===== src/rtl/denise_bpl_serializer.sv =====
// Bitplane parallel-to-serial unit: per-plane fetch holding registers, odd/even scroll
// delay in shres pixels, and a rate-selectable MSB-first shifter gated by plane count.
module denise_bpl_serializer #(
  parameter int unsigned PLANES  = 8,
  parameter int unsigned FETCH_W = 64,
  parameter int unsigned SCR_W   = $clog2(FETCH_W) + 2
) (
  input  logic               clk,
  input  logic               reset,
  input  logic [1:0]         ph,
  input  logic [1:0]         mode,
  input  logic [PLANES-1:0]  bpl_wr,
  input  logic [FETCH_W-1:0] data_in,
  input  logic [3:0]         nplanes,
  input  logic [SCR_W-1:0]   scroll_odd,
  input  logic [SCR_W-1:0]   scroll_even,
  output logic [PLANES-1:0]  bpldata,
  output logic               armed
);

  logic [FETCH_W-1:0] hold_q  [PLANES];
  logic [FETCH_W-1:0] hold_d  [PLANES];
  logic [FETCH_W-1:0] shift_q [PLANES];
  logic [SCR_W-1:0]   cnt_odd_q, cnt_even_q;
  logic               arm_odd_q, arm_even_q;
  logic [3:0]         lnp_q;
  logic               wr_slot, arm_req, shift_en, load_odd, load_even;

  always_comb begin
    wr_slot  = (ph == 2'd3);
    arm_req  = wr_slot & bpl_wr[0];
    shift_en = 1'b1;
    for (int p = 0; p < PLANES; p++) begin
      hold_d[p] = (wr_slot && bpl_wr[p]) ? data_in : hold_q[p];
    end
    case (mode)
      2'd0:    shift_en = (ph == 2'd3);
      2'd1:    shift_en = ph[0];
      default: shift_en = 1'b1;
    endcase
    // A zero scroll loads on the arming edge itself; otherwise load as the count expires.
    // A fresh arming always supersedes a pending one.
    load_odd  = arm_req ? (scroll_odd == '0)
                        : (arm_odd_q && (cnt_odd_q <= SCR_W'(1)));
    load_even = arm_req ? (scroll_even == '0)
                        : (arm_even_q && (cnt_even_q <= SCR_W'(1)));
  end

  always_ff @(posedge clk) begin
    if (reset) begin
      for (int p = 0; p < PLANES; p++) begin
        hold_q[p]  <= '0;
        shift_q[p] <= '0;
      end
      cnt_odd_q  <= '0;
      cnt_even_q <= '0;
      arm_odd_q  <= 1'b0;
      arm_even_q <= 1'b0;
      lnp_q      <= '0;
    end else begin
      for (int p = 0; p < PLANES; p++) begin
        hold_q[p] <= hold_d[p];
        if ((p % 2 == 0) ? load_odd : load_even) begin
          shift_q[p] <= hold_d[p];
        end else if (shift_en) begin
          shift_q[p] <= {shift_q[p][FETCH_W-2:0], 1'b0};
        end
      end
      if (arm_req) begin
        lnp_q      <= nplanes;
        cnt_odd_q  <= scroll_odd;
        cnt_even_q <= scroll_even;
        arm_odd_q  <= (scroll_odd != '0);
        arm_even_q <= (scroll_even != '0);
      end else begin
        if (arm_odd_q) begin
          if (load_odd) begin
            arm_odd_q <= 1'b0;
            cnt_odd_q <= '0;
          end else begin
            cnt_odd_q <= cnt_odd_q - SCR_W'(1);
          end
        end
        if (arm_even_q) begin
          if (load_even) begin
            arm_even_q <= 1'b0;
            cnt_even_q <= '0;
          end else begin
            cnt_even_q <= cnt_even_q - SCR_W'(1);
          end
        end
      end
    end
  end

  always_comb begin
    for (int p = 0; p < PLANES; p++) begin
      bpldata[p] = shift_q[p][FETCH_W-1] & (4'(p) < lnp_q);
    end
    armed = arm_odd_q | arm_even_q;
  end

endmodule

===== config.mk =====
export PLATFORM = sky130hd
export DESIGN_NAME = denise_bpl_serializer
export DESIGN_NICKNAME = d
export VERILOG_FILES = /design/src/rtl/denise_bpl_serializer.sv
export SDC_FILE = /design/constraint.sdc
export NUM_CORES = 1
export LEC_CHECK = 0
export ABC_CLOCK_PERIOD_IN_PS = 12020
export CORE_ASPECT_RATIO = 1.4
export CORE_MARGIN = 2
export CORE_UTILIZATION = 67
export DETAILED_ROUTE_END_ITERATION = 8
export PLACE_DENSITY = 0.9
export SLEW_MARGIN = 40
export SYNTH_ARGS = -nofsm -noshare
export SYNTH_HDL_FRONTEND = slang
export SYNTH_SLANG_ARGS = --single-unit

===== constraint.sdc =====
create_clock -name clk -period 12.02 [get_ports clk]
set_input_delay 1.202 -clock clk [delete_from_list [all_inputs] [get_ports clk]]
set_output_delay 1.202 -clock clk [all_outputs]
set_load 0.005 [all_outputs]

# --- Yosys cells after proc, flatten, opt, wreduce, memory -nomap -nowiden ---
# Memory sizes are Yosys's and may differ from the RTL's.
# Cells that the tools add are included.
totals:
  regBits: 22
  ram_bits: 1024
  input_bits: 98
  output_inout_bits: 9
  wordCells: 135
  n_memories: 2
memory_table:
  columns: ["memory", "words", "width", "rd", "rd_clocked_by_memory_dff", "write_ports", "line_no", "rtl"]
  rows:
  - ["hold_q", 8, 64, 8, 0, 8, "21", "logic [FETCH_W-1:0] hold_q [PLANES];"]
  - ["shift_q", 8, 64, 8, 0, 8, "23", "logic [FETCH_W-1:0] shift_q [PLANES];"]
op_classes:
  n_addsub: 2
  magnitude_cmp: 10
  eq_ne: 2
  muxes: 63
  bitwise: 34
  n_reduce_logical: 17
ops:
  columns: ["op", "count"]
  rows:
  - ["2-to-1 mux 64 bit", 32]
  - ["2-to-1 mux 8 bit", 6]
  - ["bitwise OR 1 bit", 25]
  - ["2-to-1 mux 1 bit", 24]
  - ["less-or-equal comparator 8 x 1 -> 1 bit (second input constant)", 2]
  - ["logical NOT 8 bit", 2]
  - ["< comparator 3 x 4 -> 1 bit (first input constant)", 4]
  - ["nonzero test 8 bit", 2]
  - ["subtractor 8 x 1 -> 8 bit (second input constant)", 2]
  - ["logical AND 1 bit", 10]
  - ["bitwise AND 1 bit", 9]
  - ["< comparator 1 x 4 -> 1 bit (first input constant)", 2]
  - ["< comparator 2 x 4 -> 1 bit (first input constant)", 2]
  - ["nonzero test 2 bit", 2]
  - ["equality test 2 x 1 -> 1 bit (second input constant)", 1]
  - ["equality test 2 bit (second input constant)", 1]
  - ["logical NOT 2 bit", 1]
  - ["case mux 1 bit (2 select lines)", 1]

# --- Longest topological paths before layout ---
logic_depth:
  depth_word: 8
  mapped_depth: 10
  ltp_nobuf: 7

# --- Worst setup path after synthesis ---
# No wires, ideal clock.
synth_timing:
  path_type: "in2reg"
  from: "input mode[0]"
  to: "memory shift_q[0][0], enable pin"
  setup_ps: 628
  t_arrival_ps: 7724
  path_slack_ps: 3668
  cell_stages: 7
  n_path_buf: 3
  path_cell_list: "o21ai_0 > nand2b_1 > clkbuf_1 > clkbuf_1 > clkbuf_1 > nor2_1 > nand2_1"
synth_rtl:
  columns: ["item", "line_no", "rtl"]
  rows:
  - ["from (decl)", "11", "input logic [1:0] mode,"]
  - ["to (decl)", "23", null]

==> flow_summary_export.csv <==
group,metric,value,unit
power_and_ir_drop,cellPowerDensity,158,nW/um^2
route,routedWlPerCell,20.1,um
worst_setup_path,cp.arrival,6.07,ns
worst_setup_path,worst-setup-path-type,"input port to register",
synthesis,syn_nets,4503,
hold_path,min_from,"hold_q[1][128]$_SDFF_PP0_",
clock_tree,numCtsBuffers,91,
route,via_count,31600,
synthesis,synth_top_area_frac,0.345,
clock_tree,clockBufferDepth,3,
power_and_ir_drop,total_leakage_power,19.4,nW
worst_setup_path,cp-start-kind,"input port",
floorplanning,coreArea,65600,sq um
route,avgViaCountPerCell,6.09,
flow_run,drv_cap,0,
synthesis,synth-edff-count,512,
run_status,outcome,"finished with violations",
placement,portBuffers,106,
layout,final_common_cell,"nand2_1",
clock_tree,cts_resized,0,
placement,dpl_worst_slack,5.72,ns
worst_setup_path,cp_max_fo,105,
floorplanning,die_w,222,um
worst_setup_path,required,12.30,ns
route,drc,4,
global_route,globalRouteOverflowTotal,0,
synthesis,synth_top_cell_by_area,"edfxtp_1",
clock_tree,cts_hold_buf,0,
sta,period_share,0.482,
floorplanning,core.rowCount,111,
synthesis,async_flop_share,0,
synthesis,yosysSeqAreaShare,0.586,
route,drt_iter0_markers,3308,
floorplanning,io_pins,107,
sta,rsz0062_at_grt,"false",
layout,utilization,0.745,
floorplanning,start_util,0.679,
layout,nets,4364,
clock_tree,clkTransAtPathRegs,0.07,ns
route,met1_length,38200,um
route,drt-pass1-iter-count,8,
synthesis,syn_area_per_cell,10.1,sq um
worst_setup_path,r2r_start,"cnt_odd_q[2]$_SDFFE_PP0P_",
sta,period_minus_slack,5.79,ns
worst_setup_path,critPathLaunch,"ph[0]",
floorplanning,die_y,309,um
global_route,track_usage,0.299,
layout,fillers,3825,
sta,final_hold_viol_count,0,
sta,setup_ws,6.23,ns
sta,final.setup.tns,0,ns
route,highest_layer,"met4",
clock_tree,clk_latency,0.67,ns
sta,max_slew_margin,0.401,
layout,final_cell_mix,"nand2_1 (1196), dfxtp_1 (534), edfxtp_1 (512), nor2_1 (354), a21oi_1 (277)",
synthesis,synth_warnings,0,
route,drt_wl_total,104000,um
clock_tree,root_buffer,"clkbuf_16",
sta,finClkSkew,0.0263,ns
route,antenna_left,0,
synthesis,netlist_area,44500,sq um
global_route,grt_antenna_before_repair,1,
clock_tree,cts_tree,"yes",
worst_setup_path,end_kind,"register",
sta,setup_viol,0,
synthesis,synth_ff_type,"dfxtp_1",
sta,worstMarginPinSlew,0.898,ns
clock_tree,cts.sinks,1046,
global_route,grt_pass1_wl,164000,um
synthesis,synth.distinct_cells,46,
layout,areaGrowthSynthToFinish,9.79,%
synthesis,synthCells,4401,
hold_path,hold_path.class,"register to register",
floorplanning,die_area,68500,sq um
global_route,grt_start_max_net_pins,173,
clock_tree,htreeDepth,3,
run_status,violations,"DRC",
power_and_ir_drop,vdd_drop_max,0.000128,V
route,dr_wl_met2,54100,um
synthesis,ys_seq_elements,1046,
sta,finalMaxSlewViolations,0,
sta,whs,0.455,ns
route,met3WireLength,7200,um
placement,dp_hpwl,56200,um
power_and_ir_drop,p_total,0.00774,W
placement,place.gp.congestion,0.789,
layout,drive_above_1_share,0.138,
clock_tree,cts_setup_buffers,0,
synthesis,ys_top_cells_by_area,"edfxtp_1 (35%), dfxtp_1 (24%), nand2_1 (10%)",
global_route,grt_pass1_vias,32100,
sta,max_freq,173,MHz
## worst max-delay path, stage by stage
cell and delay, ns:
clkdlybuf4s50_1 0.82, nand3_4 0.84, buf_4 0.75, nand2_1 0.28, o22a_4 0.50, nand2_4 0.61, buf_12 0.34, buf_16 0.42
## stage by stage
stage	instance area (sq um)	std cells
5_1_grt	48900	5186
3_5_place_dp	45700	5013
3_3_place_gp	45500	5005
4_1_cts	48800	5183
2_1_floorplan	44500	4401
6_report	48900	5187
## power breakdown
| group | total (W) | internal, W | switching (W) |
|---|---|---|---|
| clock network | 0.00300 | 0.00169 | 0.00131 |
| logic | 0.000703 | 0.000257 | 0.000446 |
| registers | 0.00404 | 0.00397 | 0.0000720 |
## per-layer routing
layer,vias to the layer above,global-route usage
met5,-,0
met4,0,0.158
met3,347,0.0384
met2,1406,0.550
met1,15500,0.340
li1,14400,-
## state kept, by name, indices dropped and copies added, names as in the netlist
signal	flops
arm_even_q	1
arm_odd_q	1
cnt_even_q	8
cnt_odd_q	8
hold_q	512
lnp_q	4
shift_q	512
## Yosys cell counts (all sizes together) (3+ instances only)
cell    number
inv          6
or4          3
nor3b       10
nor4         5
a31oi        4
nor2       504
or3          3
a21oi      277
o21a         3
nand2     1197
edfxtp     512
ha           4
nor3         5
o21ai      267
and2         7
clkbuf     317
nor2b        7
dfxtp      534
mux2i      243
a22oi        3
and3         7
xnor2        6
nand2b     131
nand3       11
xor2         4
a221oi       9
mux2       241
buf         67
## cells by family after synthesis
family / after synthesis / synth area share
buffers and inverters: 390 / 0.0367
DFF: 1046 / 0.586
adders and majority gates: 4 / 0.00112
AOI/OAI and AO/OA: 574 / 0.0667
xor gates and xnor gates: 10 / 0.00197
muxes: 484 / 0.129
and+or+nand+nor: 1893 / 0.179
## final timing paths
check	cells after the start	to	slack [ns]
setup / recovery	8	shift_q[2][33]$_SDFFCE_PN0P_	6.23
hold / removal	2	hold_q[1][128]$_SDFF_PP0_	0.46
setup reg to reg	6	shift_q[2][33]$_SDFFCE_PN0P_	8.06
hold reg to reg	2	hold_q[1][128]$_SDFF_PP0_	0.46
## layout make-up
class	count	area (sq um)	share of cell area
Clock inverter	37	417	0.00853
Clock buffer	133	2620	0.0536
Inverter	6	22.5	0.000461
Antenna cell	1	2.50	0.0000512
Multi-Input combinational cell	2965	17000	0.347
Timing Repair Buffer	152	1720	0.0352
Tap cell	847	1060	0.0217
Sequential cell	1046	26100	0.533
Note: power is estimated with default switching activity, not from simulation.
